`config.mk`:
```
export PLATFORM = sky130hd
export DESIGN_NAME = counter_updown_param_flat
export DESIGN_NICKNAME = d
export VERILOG_FILES = /design/src/rtl/counter_pkg.sv /design/src/rtl/counter_updown_param_if.sv /design/src/rtl/counter_prescaler.sv /design/src/rtl/counter_updown_param.sv /design/src/flat_wrapper.sv
export SDC_FILE = /design/constraint.sdc
export NUM_CORES = 1
export LEC_CHECK = 0
export BUFFER_PORTS_ARGS = -buffer_cell sky130_fd_sc_hd__buf_2
export CAP_MARGIN = 20
export CORE_MARGIN = 1
export CORE_UTILIZATION = 36
export DETAILED_ROUTE_END_ITERATION = 10
export PLACE_DENSITY = 0.66
export SLEW_MARGIN = 20
export SYNTH_ARGS = -nofsm -noshare
export SYNTH_HDL_FRONTEND = slang
export SYNTH_SLANG_ARGS = --single-unit
export TNS_END_PERCENT = 100
```
`constraint.sdc`:
```
create_clock -name clk -period 5.5 [get_ports clk]
set_input_delay 1.1 -clock clk [delete_from_list [all_inputs] [get_ports clk]]
set_output_delay 1.1 -clock clk [all_outputs]
set_load 0.05 [all_outputs]
```
`src/rtl/counter_pkg.sv`:
```
// Shared constants and types for the up/down counter family.
package counter_pkg;

    localparam int unsigned MODE_WRAP = 0;
    localparam int unsigned MODE_SAT  = 1;

    // What the counter does on a given edge, after priority resolution.
    typedef enum logic [1:0] {
        ActHold,
        ActLoad,
        ActInc,
        ActDec
    } act_e;

endpackage

```
`src/rtl/counter_updown_param_if.sv`:
```
// Control/status bundle between a counter user (master) and the counter (slave).
interface counter_updown_param_if #(
    parameter int unsigned WIDTH = 4
);

    logic             en;
    logic             isUP;
    logic             load;
    logic [WIDTH-1:0] load_val;
    logic [WIDTH-1:0] max_val;
    logic [WIDTH-1:0] q;
    logic             tc_max;
    logic             tc_zero;
    logic             evt;

    modport master (
        output en,
        output isUP,
        output load,
        output load_val,
        output max_val,
        input  q,
        input  tc_max,
        input  tc_zero,
        input  evt
    );

    modport slave (
        input  en,
        input  isUP,
        input  load,
        input  load_val,
        input  max_val,
        output q,
        output tc_max,
        output tc_zero,
        output evt
    );

endinterface

```
`src/rtl/counter_prescaler.sv`:
```
// Enable divider: tick is high on every PRESCALE-th enabled cycle.
module counter_prescaler #(
    parameter int unsigned PRESCALE = 4
) (
    input  logic clk,
    input  logic reset,
    input  logic en,
    input  logic clr,
    output logic tick
);

    localparam int unsigned CntW = (PRESCALE > 1) ? $clog2(PRESCALE) : 1;
    localparam logic [CntW-1:0] Last = CntW'(PRESCALE - 1);

    logic [CntW-1:0] cnt_q, cnt_d;

    assign tick = en && (cnt_q == Last);

    always_comb begin
        cnt_d = cnt_q;
        if (clr) begin
            cnt_d = '0;
        end else if (en) begin
            cnt_d = tick ? '0 : cnt_q + CntW'(1);
        end
    end

    always_ff @(posedge clk) begin
        if (reset) begin
            cnt_q <= '0;
        end else begin
            cnt_q <= cnt_d;
        end
    end

endmodule

```
`src/rtl/counter_updown_param.sv`:
```
// Parametrised up/down counter with load, terminal value and wrap/saturate modes.
// Optional enable prescaler built only when COUNTER_PRESCALE_EN is defined.
module counter_updown_param
    import counter_pkg::*;
#(
    parameter int unsigned WIDTH    = 4,
    parameter int unsigned SATURATE = 0,
    parameter int unsigned PRESCALE = 4
) (
    input logic                   clk,
    input logic                   reset,
    counter_updown_param_if.slave bus
);

    if (WIDTH < 2) begin : g_bad_width
        $error("counter_updown_param: WIDTH must be >= 2");
    end
    if (SATURATE > MODE_SAT) begin : g_bad_mode
        $error("counter_updown_param: SATURATE must be 0 or 1");
    end
    if (PRESCALE < 1) begin : g_bad_prescale
        $error("counter_updown_param: PRESCALE must be >= 1");
    end

    localparam bit Sat = (SATURATE == MODE_SAT);

    logic [WIDTH-1:0] q_q, q_d;
    logic             evt_q, evt_d;
    logic             step;
    act_e             act;

`ifdef COUNTER_PRESCALE_EN
    counter_prescaler #(
        .PRESCALE(PRESCALE)
    ) u_prescaler (
        .clk  (clk),
        .reset(reset),
        .en   (bus.en),
        .clr  (bus.load),
        .tick (step)
    );
`else
    assign step = bus.en;
`endif

    always_comb begin
        act = ActHold;
        if (bus.load) begin
            act = ActLoad;
        end else if (step) begin
            act = bus.isUP ? ActInc : ActDec;
        end
    end

    always_comb begin
        q_d   = q_q;
        evt_d = 1'b0;
        unique case (act)
            ActHold: ;
            ActLoad: begin
                q_d = (bus.load_val > bus.max_val) ? bus.max_val : bus.load_val;
            end
            ActInc: begin
                // Also covers q above a freshly lowered max_val.
                if (q_q < bus.max_val) begin
                    q_d = q_q + WIDTH'(1);
                end else begin
                    q_d   = Sat ? bus.max_val : '0;
                    evt_d = 1'b1;
                end
            end
            ActDec: begin
                if (q_q == '0) begin
                    q_d   = Sat ? '0 : bus.max_val;
                    evt_d = 1'b1;
                end else if (q_q > bus.max_val) begin
                    q_d = bus.max_val;
                end else begin
                    q_d = q_q - WIDTH'(1);
                end
            end
        endcase
    end

    always_ff @(posedge clk) begin
        if (reset) begin
            q_q   <= '0;
            evt_q <= 1'b0;
        end else begin
            q_q   <= q_d;
            evt_q <= evt_d;
        end
    end

    assign bus.q       = q_q;
    assign bus.evt     = evt_q;
    assign bus.tc_max  = (q_q == bus.max_val);
    assign bus.tc_zero = (q_q == '0);

endmodule

```
`src/flat_wrapper.sv`:
```
// flat-port wrapper written by rule: the top's interface ports become plain ports
module counter_updown_param_flat import counter_pkg::*;
#(
    parameter int unsigned WIDTH    = 4,
    parameter int unsigned SATURATE = 0,
    parameter int unsigned PRESCALE = 4
)
  (clk, reset, bus_en, bus_isUP, bus_load, bus_load_val, bus_max_val, bus_q, bus_tc_max, bus_tc_zero, bus_evt);
  counter_updown_param_if #(.WIDTH(WIDTH)) bus_i ();
  input logic clk;
  input logic reset;
  input wire logic [$bits(bus_i.en)-1:0] bus_en;
  input wire logic [$bits(bus_i.isUP)-1:0] bus_isUP;
  input wire logic [$bits(bus_i.load)-1:0] bus_load;
  input wire logic [$bits(bus_i.load_val)-1:0] bus_load_val;
  input wire logic [$bits(bus_i.max_val)-1:0] bus_max_val;
  output wire logic [$bits(bus_i.q)-1:0] bus_q;
  output wire logic [$bits(bus_i.tc_max)-1:0] bus_tc_max;
  output wire logic [$bits(bus_i.tc_zero)-1:0] bus_tc_zero;
  output wire logic [$bits(bus_i.evt)-1:0] bus_evt;
  assign bus_i.en = bus_en;
  assign bus_i.isUP = bus_isUP;
  assign bus_i.load = bus_load;
  assign bus_i.load_val = bus_load_val;
  assign bus_i.max_val = bus_max_val;
  assign bus_q = bus_i.q;
  assign bus_tc_max = bus_i.tc_max;
  assign bus_tc_zero = bus_i.tc_zero;
  assign bus_evt = bus_i.evt;
  counter_updown_param #(.WIDTH(WIDTH), .SATURATE(SATURATE), .PRESCALE(PRESCALE)) u_core (.clk(clk), .reset(reset), .bus(bus_i));
endmodule
```
==> results.toml, run 1 <==
[global_routing]
antenna_found_initial = 0
grt_max_degree = 10
grt_first_pass_wirelength_um = 2900
grt_overflow_total = 0
first_global_vias = 701
grt_usage = 0.182

[clocking]
cts_resized = 0
clock-sinks = 5
path_clk_slew_ps = 40
cts_tree = "done"
cts-root-buf = "clkbuf_4"
cts_htree_levels = 1
clk_latency_ps = 240
hold_buffers = 0
postCtsSetupBuffers = 0
cts_max_path_buffers = 2
cts_made_buffers = 3

[worst_setup_path]
reg2reg_to = "u_core.bus.q[0]"
worstPathMaxFanout = 3
path_class = "in -> out"
cp-endpoint = "bus_tc_max"
worstPathRequired_ps = 4400
cp.arrival_ps = 2190
reg2reg_depth = 6
critPathLaunchType = "input pin"
end_kind = "output port"
critPathLaunch = "bus_max_val[3]"
worstReg2RegStart = "u_core.bus.q[1]"
regToRegSetupSlack_ps = 3490

[sta]
rsz0062_at_grt = "no"
period_share = 0.597
tightestPinTransition_ps = 331
clock.fmax_mhz = 304
hold_violations = 0
finalCriticalPeriod_ps = 3290
finalWorstSetupSlack_ps = 2210
finalSetupViolations = 0
drv_slew = 0
fin_worst_skew_ps = 2.14
fin_tns_setup_ps = 0
max_slew_margin = 0.779

[placement]
dp.cells = 138
dp_slack_ps = 2210
gp_congestion = 0.806
hpwl_um = 1480
placed_area_um2 = 860
port-buffer-count = 19

[logic_synthesis]
async_reset_ff_frac = 0
synth_nets = 118
ys_warn_count = 0
yosysUniqueCellTypes = 41
synth_area_leaders = "ha_1 17%, dfxtp_1 13%, nor3_1 5.4%, nand2_1 4.5%, mux2i_1 4.0%"
synth.cell_area_um2 = 746
synth_cells = 95
avgSynthCellArea_um2 = 7.85
yosysSeqAreaShare = 0.134
synth_top_area_frac = 0.168
synth_ff_type = "dfxtp_1"
synth_edf_count = 0
yosys.area.top_type = "ha_1"
synth_seq_cells = 5

[cells_and_area]
utilization = 0.452
fillers = 218
insertedDiodeCount = 0
drive_gt1_frac = 0.270
syn2layout_area_growth_pct = 18.8
fin_area_um2 = 886
seq_area_um2 = 100
layout.nets = 139
instances_no_fill = 142
multi_input_area_um2 = 601

[drt]
initialDrtViolationCount = 15
ant_nets = 0
routed_wl_um = 1830
firstDrtPassIters = 4
wl_per_cell_um = 12.9
via_count = 779
drt-vias-per-instance = 5.49
drc_errors = 0

[die]
die_h_um = 47.5
die_w_um = 47.5
start_util = 0.380
io_pins = 20
rows = 16
core_area_mm2 = 0.00196
die-area_mm2 = 0.00226

[power]
power.switching_uw = 93.1
comb_power_share = 0.565
clockPowerShare = 0.203
p_int_uw = 111
vdd.ir_drop.worst_v = 0.000160
p_leak_uw = 0.000426
p_sw_frac = 0.456
p_seq_frac = 0.232
p_per_area_mw_per_mm2 = 230

[hold_path]
hold_class = "reg -> reg"

[flow_run]
maxCapViolations = 0

[status]
status = "finished, final reports clean"
-- cells by family (layout without fill, tap and decap cells) --
logic type,after synthesis,after routing,share of synthesized area
AND/OR/NAND/NOR,37,37,0.258
buffers and inverters,11,31,0.0604
AO/OA/AOI/OAI,25,25,0.289
flip-flops,5,5,0.134
adder cells (fa/ha/maj),10,10,0.168
multiplexers,4,4,0.0554
XOR/XNOR,3,3,0.0352
-- layout make-up --
cell class	instances	share of cell area
multi-input cells	79	0.678
flip-flops and latches	5	0.113
repair buffers	19	0.107
well taps	27	0.0381
inverters	8	0.0339
clock buffers	4	0.0297
-- registers in the layout (all words and copies together), names as in the netlist --
name / cells
u_core.bus.evt: 1
u_core.bus.q: 4
-- worst min-delay path by stage --
stage | from | end | slack [ps] | cells past startpoint
after floorplan | u_core.bus.q[1] | u_core.bus.q[1] | 860 | 2
after detailed placement | u_core.bus.q[1] | u_core.bus.q[1] | 690 | 2
after global routing | u_core.bus.q[1] | u_core.bus.q[1] | 730 | 2
final | u_core.bus.q[1] | u_core.bus.q[1] | 700 | 2
after global placement | u_core.bus.q[1] | u_core.bus.q[1] | 700 | 2
after CTS | u_core.bus.q[1] | u_core.bus.q[1] | 700 | 2
-- power groups by stage --
stage | clock network (uW) | registers, uW | logic, uW
6_report | 41.5 | 47.3 | 115
5_1_grt | 48.9 | 48.0 | 126
4_1_cts | 42.5 | 47.2 | 115
3_5_place_dp | 0 | 47.8 | 115
3_3_place_gp | 0 | 47.9 | 112
2_1_floorplan | 0 | 60.3 | 75.8
-- synthesized netlist by cell type, drive strengths merged, types with 2 or more instances --
master	count
nand4	2
o211ai	4
nand2	11
buf	3
a21oi	3
inv	8
mux2i	3
nor3	8
o211a	2
xor2	2
nand3	2
ha	10
o21ai	3
a31o	2
nor2	6
dfxtp	5
nor2b	2
-- metal layers --
| layer | share of wire | vias to the layer above | track usage | routed length (um) |
|---|---|---|---|---|
| li1 | - | 398 | - | - |
| met5 | 0 | - | 0 | 0 |
| met4 | 0 | 0 | 0.0114 | 0 |
| met2 | 0.49 | 15 | 0.337 | 901 |
| met3 | 0.037 | 0 | 0.0717 | 68 |
| met1 | 0.47 | 366 | 0.205 | 859 |
-- worst max-delay path, stage by stage --
cell	delay [ps]
buf_2	100
inv_1	70
ha_1	360
and4_1	270
buf_2	280
-- placed cells by master (no fill, tap or decap), types with 2 or more instances in the layout --
| master | synthesis | final |
|---|---|---|
| xor2_1 | 2 | 2 |
| clkbuf_4 | 0 | 3 |
| nand4_1 | 2 | 2 |
| buf_2 | 3 | 19 |
| nor2_1 | 6 | 6 |
| nand3_1 | 2 | 2 |
| nand2_1 | 9 | 9 |
| o211ai_1 | 4 | 4 |
| mux2i_1 | 3 | 3 |
| dfxtp_1 | 5 | 5 |
| a31o_2 | 2 | 2 |
| nand2_2 | 2 | 2 |
| inv_1 | 8 | 8 |
| nor3_1 | 8 | 8 |
| a21oi_1 | 2 | 2 |
| ha_1 | 10 | 10 |
| nor2b_1 | 2 | 2 |
-- stage by stage --
step,hold slack (ps),total power [uW]
6_report,702,204
5_1_grt,727,222
4_1_cts,698,205
3_5_place_dp,692,162
3_3_place_gp,700,160
2_1_floorplan,864,136
(Power assumes the default switching activity.)
==> run 2: changes to the inputs <==
ABC_AREA = 1   (was not set)
PLACE_DENSITY = 0.69   (was 0.66)
clock period = 2.74 ns   (was 5.5 ns; I/O delays follow)
==> run 2 against run 1 <==
Wire length shrank 9.1%. Power is 91% higher. Hold slack worse by 190 ps. Via count shrank 1.9%. Combinational power increased by 85%. Die area fell by 0.94%. Sequential share of layout area shrank 0.095 points. Non-clock buffer count did not move. Critical endpoint is now bus_tc_zero. Largest power group unchanged. Highest routed layer unchanged.
==> results.toml, run 2 <==
[status]
status = "finished, final reports clean"

[logic_synthesis]
yosys.area.top_type = "ha_1"
synth_area_leaders = "ha_1 17%, dfxtp_1 14%, nand2_1 13%, nand3_1 9.5%, inv_1 8.6%"
synth_fa_ha_area_frac = 0.169
synth_top_family_by_area = "simple AND/OR/NAND/NOR gates"
synth_nets = 136
synth_top_area_frac = 0.169
avgSynthCellArea_um2 = 6.53
synth_compound_area_frac = 0.132
synth.area.mux_share = 0
synth_seq_cells = 5
synth_cells = 113
synth_commonest_cells = "26 x nand2_1, 17 x inv_1, 14 x nand3_1"
async_reset_ff_frac = 0
synth-xor-area-share = 0.0356
yosysUniqueCellTypes = 20
synth-simple-area-share = 0.420
synth_edf_count = 0
ys_warn_count = 0
synth_ff_type = "dfxtp_1"
yosysMostFrequentCell = "nand2_1"
yosysSeqAreaShare = 0.136
synth.cell_area_um2 = 738

[sta]
hold_violations = 0
drv_slew = 0
rsz0062_at_grt = "no"
clock.fmax_mhz = 479
fin_worst_skew_ps = 4.37
finalWorstSetupSlack_ps = 651
tightestPinTransition_ps = 293
finalCriticalPeriod_ps = 2090
fin_tns_setup_ps = 0
period_share = 0.762
max_slew_margin = 0.804
finalSetupViolations = 0

[cells_and_area]
largest_register_ffs = 4
utilization = 0.460
syn2layout_area_growth_pct = 21.0
drive_gt1_frac = 0.316
layout.nets = 160
mostFrequentLayoutCells = "26 x nand2_1, 19 x buf_2, 17 x inv_1"
insertedDiodeCount = 0
final_common_cell = "nand2_1"
fin_area_um2 = 893

[power]
p_int_uw = 205
p_sw_frac = 0.473
p_leak_uw = 0.000487
clockPowerShare = 0.220
p_seq_frac = 0.235
p_per_area_mw_per_mm2 = 437
finalPower_uw = 390
power.switching_uw = 185
vdd.ir_drop.worst_v = 0.000236
comb_power_share = 0.545

[clocking]
cts-root-buf = "clkbuf_4"
cts_htree_levels = 1
cts_resized = 0
cts_tree = "done"
postCtsSetupBuffers = 0
cts_max_path_buffers = 2
clk_latency_ps = 240
cts_made_buffers = 3
hold_buffers = 0
path_clk_slew_ps = 40
clock-sinks = 5

[placement]
dp_slack_ps = 661
placed_area_um2 = 867
gp_congestion = 0.847
hpwl_um = 1400
port-buffer-count = 19

[flow_run]
maxCapViolations = 0

[drt]
ant_nets = 0
wl_per_cell_um = 10.2
firstDrtPassIters = 4
initialDrtViolationCount = 10
drc_errors = 0
drt-vias-per-instance = 4.69
via_count = 764
routed_wl_um = 1660

[global_routing]
grt_max_degree = 7
grt_usage = 0.176
first_global_vias = 679
grt_util_met3 = 0.0462
grt_first_pass_wirelength_um = 2820
antenna_found_initial = 0
use_met1 = 0.224
grtUsageMet2 = 0.307
grt_overflow_total = 0
top_usage_layer = "met2"

[worst_setup_path]
cpMaxStageDelayCell = "dfxtp_1"
cp_top_family = "buffers and inverters"
crit_top_cell = "inv_1"
max_stage_delay_ps = 350
critPathLaunchType = "flop"
regToRegSetupSlack_ps = 1060
worstReg2RegStart = "u_core.bus.q[0]"
cp.arrival_ps = 1540
worstPathRequired_ps = 2190
reg2reg_depth = 14
reg2reg_to = "u_core.bus.q[0]"
end_kind = "output port"
crit_chain = "inv_1 -> ha_1 -> nand3_2 -> inv_1 -> buf_2"
worstPathMaxFanout = 6
critPathBufInv = 3
path_class = "reg -> out"

[die]
rows = 16
die_w_um = 47.3
die-area_mm2 = 0.00224
core_area_mm2 = 0.00194
io_pins = 20
start_util = 0.380
die_h_um = 47.3

[hold_path]
min_path_cells = 2
hold_class = "in -> reg"
min_to = "u_core.bus.q[3]"
hp-start = "reset"
## run 2: worst max-delay path by stage
stage | from | to | cells after the start
floorplan | u_core.bus.q[0] | bus_tc_max | 4
global placement | bus_max_val[3] | bus_tc_max | 8
detailed placement | bus_max_val[3] | bus_tc_max | 8
CTS | u_core.bus.q[0] | bus_tc_zero | 5
global route | u_core.bus.q[0] | bus_tc_zero | 5
finish | u_core.bus.q[0] | bus_tc_zero | 5
## run 2: power groups by stage
stage                     Sequential (uW)  Clock [uW]  Combinational, uW
after floorplan                       113           0                143
after global placement               93.3           0                210
after detailed placement             93.5           0                213
after CTS                            92.1        89.5                214
after global routing                 93.1         101                238
final                                91.8        85.8                213
## run 2: cell families after synthesis
group           count (synthesis)
simple gates                   60
flops                           5
compound gates                 14
xor+xnor                        3
buf+inv                        21
fa+ha+maj                      10
## run 2: final cells by class
class / count / area [um2]
multi-input cells: 87 / 559
flip-flops and latches: 5 / 100
well taps: 27 / 33.8
fillers: 204 / 1050
repair buffers: 19 / 95.1
clock buffers: 4 / 26.3
inverters: 21 / 78.8
## run 2: per-stage QoR
stage | hold WS [ps] | std cells
detailed placement | 557 | 159
floorplan | 610 | 113
global placement | 555 | 159
finish | 515 | 163
CTS | 506 | 163
global route | 520 | 163
## run 2: per-layer routing
layer,part of all wire,wire [um]
met1,0.44,730
met2,0.52,859
met5,0,0
met4,0,0
met3,0.044,73
## run 2: worst register-to-register path, delay by kind of cell (launching register included)
kind,cells,cell delay (ps)
buf+inv,2,190
fa+ha+maj,1,220
simple gates,11,760
flops,1,420
